### src/rtl/instr_fetch_queue.sv
// Instruction fetch queue. It keeps the fetch PC and issues in-order word reads to
// instruction memory. Returned words are buffered with their PCs in a first-word-fall-through
// FIFO, and {pc, instr} is handed to decode over a valid/ready handshake. A redirect flushes
// the buffer and squashes the reads that are still in flight.
// Ports:
//   clk, rst                          clock, synchronous active-high reset
//   redirect_valid, redirect_pc       fetch redirect (pc bits [1:0] ignored)
//   imem_req_valid/ready/addr         read request channel
//   imem_resp_valid/data              in-order read response (never backpressured)
//   out_valid/ready, out_pc/instr     decode-side handshake
module instr_fetch_queue #(
    parameter logic [31:0] RESET_PC   = 32'h0000_3000,
    parameter int unsigned FIFO_DEPTH = 4
) (
    input  logic        clk,
    input  logic        rst,
    input  logic        redirect_valid,
    input  logic [31:0] redirect_pc,
    output logic        imem_req_valid,
    input  logic        imem_req_ready,
    output logic [31:0] imem_req_addr,
    input  logic        imem_resp_valid,
    input  logic [31:0] imem_resp_data,
    output logic        out_valid,
    input  logic        out_ready,
    output logic [31:0] out_pc,
    output logic [31:0] out_instr
);

    localparam int unsigned PW = $clog2(FIFO_DEPTH);
    localparam int unsigned CW = PW + 1;
    localparam int unsigned SW = CW + 1;

    logic [31:0]   fetch_pc_q, fetch_pc_d;
    logic [31:0]   resp_pc_q, resp_pc_d;
    logic [CW-1:0] fifo_count_q, fifo_count_d;
    logic [CW-1:0] inflight_q, inflight_d;
    logic [CW-1:0] drop_cnt_q, drop_cnt_d;
    logic [PW-1:0] wr_ptr_q, wr_ptr_d;
    logic [PW-1:0] rd_ptr_q, rd_ptr_d;
    logic [31:0]   pc_mem_q    [FIFO_DEPTH];
    logic [31:0]   instr_mem_q [FIFO_DEPTH];

    logic [SW-1:0] credit_used;
    logic          req_fire;
    logic          resp_ok;
    logic          push;
    logic          pop;
    logic [31:0]   redirect_pc_aligned;

    // Buffered words plus in-flight reads may never exceed the FIFO depth, so every
    // non-dropped response is guaranteed a slot.
    assign credit_used    = SW'(fifo_count_q) + SW'(inflight_q);
    assign imem_req_valid = !rst && !redirect_valid && (credit_used < SW'(FIFO_DEPTH));
    assign imem_req_addr  = fetch_pc_q;
    assign req_fire       = imem_req_valid && imem_req_ready;

    // A response with nothing in flight is a protocol error; it is ignored.
    assign resp_ok             = imem_resp_valid && (inflight_q != '0);
    assign redirect_pc_aligned = redirect_pc & 32'hFFFF_FFFC;

    assign out_valid = !rst && (fifo_count_q != '0);
    assign out_pc    = out_valid ? pc_mem_q[rd_ptr_q]    : 32'h0;
    assign out_instr = out_valid ? instr_mem_q[rd_ptr_q] : 32'h0;
    assign pop       = out_valid && out_ready;

    // Next-state logic; a redirect overrides every other event in its cycle.
    always_comb begin
        fetch_pc_d   = fetch_pc_q;
        resp_pc_d    = resp_pc_q;
        fifo_count_d = fifo_count_q;
        inflight_d   = inflight_q;
        drop_cnt_d   = drop_cnt_q;
        wr_ptr_d     = wr_ptr_q;
        rd_ptr_d     = rd_ptr_q;
        push         = 1'b0;

        if (redirect_valid) begin
            fetch_pc_d   = redirect_pc_aligned;
            resp_pc_d    = redirect_pc_aligned;
            // Everything still outstanding belongs to the old path; a response arriving
            // now is dropped immediately, so it does not need a drop credit.
            drop_cnt_d   = inflight_q - CW'(resp_ok);
            inflight_d   = inflight_q - CW'(resp_ok);
            fifo_count_d = '0;
            wr_ptr_d     = '0;
            rd_ptr_d     = '0;
        end else begin
            if (req_fire) begin
                fetch_pc_d = fetch_pc_q + 32'd4;
            end
            if (resp_ok) begin
                if (drop_cnt_q != '0) begin
                    drop_cnt_d = drop_cnt_q - CW'(1);
                end else begin
                    push      = 1'b1;
                    resp_pc_d = resp_pc_q + 32'd4;
                end
            end
            inflight_d = inflight_q + CW'(req_fire) - CW'(resp_ok);
            if (push) begin
                wr_ptr_d = wr_ptr_q + PW'(1);
            end
            if (pop) begin
                rd_ptr_d = rd_ptr_q + PW'(1);
            end
            fifo_count_d = fifo_count_q + CW'(push) - CW'(pop);
        end
    end

    // State registers.
    always_ff @(posedge clk) begin
        if (rst) begin
            fetch_pc_q   <= RESET_PC;
            resp_pc_q    <= RESET_PC;
            fifo_count_q <= '0;
            inflight_q   <= '0;
            drop_cnt_q   <= '0;
            wr_ptr_q     <= '0;
            rd_ptr_q     <= '0;
        end else begin
            fetch_pc_q   <= fetch_pc_d;
            resp_pc_q    <= resp_pc_d;
            fifo_count_q <= fifo_count_d;
            inflight_q   <= inflight_d;
            drop_cnt_q   <= drop_cnt_d;
            wr_ptr_q     <= wr_ptr_d;
            rd_ptr_q     <= rd_ptr_d;
        end
    end

    // FIFO storage; contents are only observed when the count says they are valid.
    always_ff @(posedge clk) begin
        if (!rst && push) begin
            pc_mem_q[wr_ptr_q]    <= resp_pc_q;
            instr_mem_q[wr_ptr_q] <= imem_resp_data;
        end
    end

    // Counter bounds and response protocol checks.
    always_ff @(posedge clk) begin
        if (!rst) begin
            a_count_bound: assert (fifo_count_q <= CW'(FIFO_DEPTH));
            a_inflight_bound: assert (inflight_q <= CW'(FIFO_DEPTH));
            a_resp_expected: assert (!(imem_resp_valid && (inflight_q == '0)));
        end
    end

endmodule
### config.mk
export PLATFORM = sky130hd
export DESIGN_NAME = instr_fetch_queue
export DESIGN_NICKNAME = d
export VERILOG_FILES = /design/src/rtl/instr_fetch_queue.sv
export SDC_FILE = /design/constraint.sdc
export NUM_CORES = 1
export LEC_CHECK = 0
export ABC_AREA = 0
export BUFFER_PORTS_ARGS = -buffer_cell sky130_fd_sc_hd__buf_2
export CAP_MARGIN = 0
export CORE_MARGIN = 4
export CORE_UTILIZATION = 40
export CTS_CLUSTER_DIAMETER = 80
export DETAILED_ROUTE_END_ITERATION = 10
export GPL_ROUTABILITY_DRIVEN = 0
export GPL_TIMING_DRIVEN = 0
export REMOVE_ABC_BUFFERS = 1
export SKIP_CTS_REPAIR_TIMING = 1
export SLEW_MARGIN = 20
export SYNTH_ARGS = -nofsm -noshare
export SYNTH_HDL_FRONTEND = slang
export SYNTH_SLANG_ARGS = --single-unit
### constraint.sdc
create_clock -name clk -period 3.61 [get_ports clk]
set_input_delay 0.722 -clock clk [delete_from_list [all_inputs] [get_ports clk]]
set_output_delay 0.722 -clock clk [all_outputs]
set_load 0.005 [all_outputs]
== Word-level counts from Yosys, hierarchy flattened ==
Memories as Yosys holds them, arrays and structs flattened. A register that Yosys moved wholly into a read port is not among the register bits.
Cells that the tools add are included.

* Memories kept: 2
* Memory bits (writable): 256
* Flip-flop bits (word level): 77
* Bits of input ports: 70

* Equal/unequal tests: 1
* Reduce and logical (&&, ||, !) cells: 19
* Bitwise gates (word level): 1
* Multiplexer cells: 21
* Add/sub/neg operators: 11
* $lt $le $gt $ge: 1

{| class="wikitable"
|+ Memories
! name !! words !! width !! read ports !! clocked after Yosys merged registers in !! wr ports !! line !! source
|-
| instr_mem_q || 4 || 32 || 1 || 1 || 1 || 42 || <nowiki>logic [31:0] instr_mem_q [FIFO_DEPTH];</nowiki>
|-
| pc_mem_q || 4 || 32 || 1 || 1 || 1 || 41 || <nowiki>logic [31:0] pc_mem_q [FIFO_DEPTH];</nowiki>
|}

{| class="wikitable"
|+ Operators by type and width
! operator !! count
|-
| $mux W32 || 7
|-
| $add A32 B3 Y32 const B || 2
|-
| $mux W3 || 4
|-
| $reduce_bool A3 Y1 || 3
|-
| $sub A3 B1 Y3 || 3
|-
| $mux W2 || 4
|-
| $logic_and A1 B1 Y1 || 7
|-
| $add A3 B1 Y3 || 2
|-
| $mux W1 || 6
|-
| $reduce_and A2 Y1 || 3
|-
| $reduce_bool A2 Y1 || 3
|-
| $add A2 B1 Y2 const B || 2
|-
| $add A3 B3 Y4 || 1
|-
| $lt A4 B3 Y1 const B || 1
|-
| $sub A3 B1 Y3 const B || 1
|-
| $logic_not A1 Y1 || 2
|-
| $ne A2 B2 Y1 const B || 1
|-
| $reduce_or A2 Y1 || 1
|-
| $not A1 Y1 || 1
|}

== Longest topological paths before layout ==
* Depth after elaboration: 8
* Gate-level depth with buffers: 13
* Mapped depth without buffers: 12

== Worst setup path after synthesis ==
No wires, ideal clock.

* Path type: input to register
* Start point: input imem_resp_valid
* End point: memory instr_mem_q[0][0], enable pin
* Library setup time: 0.427 ns
* Stages: 3
* Data arrival time: 2.821 ns
* Setup slack: 0.362 ns
* Buffers on the path: 0
* Cell sequence: nand3b_1 nor2_1 and3_1

* Word-level cells in the longest chain between the ends: 7

{| class="wikitable"
|+ RTL lines
! item !! line !! source
|-
| start: declaration || 22 || <nowiki>input logic imem_resp_valid,</nowiki>
|-
| $logic_and A1 B1 Y1 || 59 || <nowiki>assign resp_ok = imem_resp_valid && (inflight_q != '0);</nowiki>
|-
| $mux W1 || 92 || <nowiki>if (resp_ok) begin</nowiki>
|-
| $mux W1 (2 in a row) || 78 || <nowiki>if (redirect_valid) begin</nowiki>
|-
| $logic_and A1 B1 Y1 || 134 || <nowiki>if (!rst && push) begin</nowiki>
|-
| $mux W1 || 134 ||
|-
| $mux W1 (not written as such) || 136 || <nowiki>instr_mem_q[wr_ptr_q] <= imem_resp_data;</nowiki>
|-
| end: declaration || 42 ||
|}

No other way between the ends. The select of a mux whose other input is x is not followed.

== Final worst setup path ==
* Start point: input redirect_valid
* End point: register inflight_q[2]

* Word-level cells in the longest chain between the ends: 7

{| class="wikitable"
|+ RTL lines
! item !! line !! source
|-
| start: declaration || 17 || <nowiki>input logic redirect_valid,</nowiki>
|-
| $logic_not A1 Y1 || 54 || <nowiki>assign imem_req_valid = !rst && !redirect_valid && (credit_used < SW'(FIFO_DEPTH));</nowiki>
|-
| $logic_and A1 B1 Y1 (2 in a row) || 54 ||
|-
| $logic_and A1 B1 Y1 || 56 || <nowiki>assign req_fire = imem_req_valid && imem_req_ready;</nowiki>
|-
| $add A3 B1 Y3 || 100 || <nowiki>inflight_d = inflight_q + CW'(req_fire) - CW'(resp_ok);</nowiki>
|-
| $sub A3 B1 Y3 || 100 ||
|-
| $mux W3 * || 78 ||
|-
| end signal: assignment || 125 || <nowiki>inflight_q <= inflight_d;</nowiki>
|-
| end: declaration || 37 || <nowiki>logic [CW-1:0] inflight_q, inflight_d;</nowiki>
|}

Every way passes the cells marked *; elsewhere a longest branch is shown, timed or not.
A chain may end at the register's enable or synchronous reset.

==> impl_results.md <==
* Req. time, crit path at roughly 4.0 ns
* Initial antenna violation count at 1
* Lkg Pwr at 5.74 nW
* Fmax at between 300 and 400 MHz
* Final net count at 1,176
* Initial DRC count at 427
* Final Critical Period at 3.30 ns
* Final Util at 48.8%
* CTS sink count at 323
* Pin count of the biggest net entering global routing at 66
* Routed len/inst at 20.3 um
* CTS tree: built
* Period Utilization, post-route at 91.3%
* Worst R2R Start: fifo_count_q[1]$_SDFF_PP0_
* Detail Placement HPWL at slightly above 20,000 um
* Core area at 33,500 um^2
* Final setup viols at 0
* Clk_lat worst skew at between 0.5 and 0.6 ns
* Routed Antenna Nets at 0
* Die ar. at between 30,000 and 40,000 um^2
* Pre-Repair DR Iteration Count at 4
* Seq/Total Area, Yosys at 65.9%
* WL final at 31,900 um
* Clock root buffer master: clkbuf_16
* Post-synth EDFFs at 248
* Reg2reg end: inflight_q[2]$_SDFF_PP0_
* Reg area at between 8000 and 9000 um^2
* Tot Pwr at just under 9 mW
* DRC Markers at 0
* Layout cell share with drive strength beyond 1 at 28.9%
* Max-cap violations at 0
* Initial Utilization at 40.5%
* Worst hold stages at 1
* Synth unique cells at 54
* Vias/cell at 5.27
* Clock transition at path regs at 0.06 ns
* FFs w/ async S/R, synth at 0%
* Area growth, synth to finish at 20.4%
* Final Skew at 0.0140 ns
* Fin. max-slew vios at 0
* Die Ht at 192 um
* Crit path kind: input port to flop
* Setup TNS at 0 ns
* Worst setup SP type: input port
* Fillers at roughly 3,000
* GRT Util Overall at 17.2%
* First-pass GRT wire length at 49,000 um
* Hold Crit Class: input port to flop
* Vias in the first global route at 8,417
* PwrDens at 538 nW/um^2
* CTS buffer count at 38
* Post-Synthesis Cells at just over 900
* Post-Syn Area at roughly 14,000 um^2
* Most common cell after layout, fill and taps aside: edfxtp_1
* Grt ovf at 0
* Mean Syn Cell Area at 14.7 um^2
* Worst Reg-to-Reg Cells at 12
* Critical path peak fanout at 41
* Commonest cells after routing, fill and taps aside: edfxtp_1, buf_2, and2_1, dfxtp_1, mux4_2
* Peak VDD IR at 0.000261 V
* Status: complete, no violations
* Synthesized flop and latch total at 323
* Chip width at 192 um
* Worst R2R Setup Slack at 0.40 ns
* Final Hold Viols at 0
* PortBufs at around 160
* Multi-input logic area at 4370 um^2
* Routed vias at 8,263
* Max-slew headroom at 40.9%
* Main synth FF type: edfxtp_1
* CTS Buffer Depth at 3
* Placement Rows at 67
* Worst-margin pin slew at 0.884 ns
* Hold worst-path end: instr_mem_q[1][22]$_DFFE_PP_
* Worst EP arrival at 3.67 ns
* Io pins at 168
* RSZ-0062 raised after global routing: false
* Hold path start: imem_resp_data[22]
* Synth Warn # at 0
* CP Capture Type: flop
* Worst hold margin at 0.424 ns
* Number of H-tree levels at 2
-- registers in the layout, indices dropped and copies added (netlist names), named ones only --
signal / count
resp_pc_q: 30
fifo_count_q: 3
instr_mem_q: 128
wr_ptr_q: 2
pc_mem_q: 120
inflight_q: 3
rd_ptr_q: 2
imem_req_addr: 30
drop_cnt_q: 3
-- power breakdown --
part | leakage [nW] | switching, mW | internal, mW
clock | 0.646 | 1.49 | 2.42
combinational | 2.22 | 0.369 | 0.293
sequential | 2.87 | 0.113 | 4.13
-- layer usage --
metal  track usage (%)  routed length (um)  up-vias
met5                 0                  12        -
met4              4.77                 763        2
met3              3.87                2050       53
met2              28.3               15300      216
met1              23.0               13700     4112
li1                  -                   -     3880
-- cells by family (layout without fill, tap and decap cells) --
family / Yosys count / count (layout) / synth area share [%]
simple gates: 291 / 291 / 11.6
buf+inv: 76 / 269 / 2.36
other cells: 1 / 5 / 0.0276
fa+ha+maj: 18 / 18 / 1.77
flops: 323 / 323 / 65.9
compound gates: 107 / 107 / 5.25
mux: 68 / 68 / 10.7
xor+xnor: 38 / 38 / 2.45
-- synth_stat cells (2+ instances only) --
cell | count | area share, %
nand3_1 | 30 | 1.1
xnor2_1 | 12 | 0.77
buf_2 | 10 | 0.37
and3_1 | 15 | 0.69
nor2_1 | 50 | 1.4
nor2b_1 | 2 | 0.092
inv_1 | 22 | 0.61
buf_4 | 6 | 0.33
dfxtp_1 | 75 | 11
buf_1 | 4 | 0.11
a31oi_1 | 13 | 0.60
o211ai_1 | 10 | 0.55
o21a_1 | 3 | 0.17
a21boi_0 | 5 | 0.28
fa_1 | 2 | 0.29
nand3_2 | 2 | 0.15
mux2i_1 | 3 | 0.22
nor3_2 | 2 | 0.15
o311ai_0 | 5 | 0.32
a211oi_1 | 20 | 1.1
mux2_2 | 3 | 0.25
a21oi_1 | 25 | 0.92
o21ai_0 | 13 | 0.48
nand2_1 | 47 | 1.3
or3_1 | 9 | 0.41
nor4_1 | 3 | 0.14
xor2_1 | 26 | 1.7
a2111oi_0 | 2 | 0.13
ha_1 | 16 | 1.5
nor3_1 | 17 | 0.63
a311oi_1 | 4 | 0.26
clkbuf_1 | 33 | 0.91
edfxtp_1 | 248 | 55
and4_1 | 6 | 0.39
and2_1 | 73 | 3.4
nand4_1 | 25 | 1.2
nor3b_1 | 3 | 0.17
mux4_2 | 62 | 10
-- area by class of cell --
class	count	area share, %
Tap cell	448	3.43
Sequential cell	323	54.8
Multi-Input combinational cell	526	26.7
Antenna cell	1	0.0153
Timing Repair inverter	1	0.0306
Clock buffer	49	6.64
Timing Repair Buffer	175	6.49
Inverter	23	0.558
Clock inverter	21	1.34
-- worst max-delay path, cell delays in order --
cell,delay (ns)
buf_2,0.35
nor4_1,0.43
and3_4,0.44
clkinvlp_4,0.26
ha_1,0.32
inv_1,0.04
ha_1,0.18
fa_1,0.37
xor2_1,0.14
o21ai_0,0.19
xnor2_1,0.15
nor2_1,0.05
-- worst max-delay path by stage --
stage,slack [ns],cells after the start,end,from
after CTS,-0.54,12,inflight_q[2]$_SDFF_PP0_,redirect_valid
after detailed placement,-1.06,12,inflight_q[2]$_SDFF_PP0_,redirect_valid
after global routing,0.07,12,inflight_q[2]$_SDFF_PP0_,redirect_valid
after global placement,-3.18,10,fifo_count_q[2]$_SDFF_PP0_,rst
after floorplan,-0.57,2,out_instr[0],flop
final,0.31,12,inflight_q[2]$_SDFF_PP0_,redirect_valid
-- metrics by stage --
step | setup slack, ns | area [um^2] | cells
2_1_floorplan | -0.574 | 13400 | 872
3_3_place_gp | -3.18 | 14700 | 1481
3_5_place_dp | -1.06 | 15000 | 1493
4_1_cts | -0.536 | 16300 | 1563
5_1_grt | 0.0658 | 16400 | 1566
6_report | 0.313 | 16400 | 1567
Note: power is estimated with default switching activity, not from simulation.
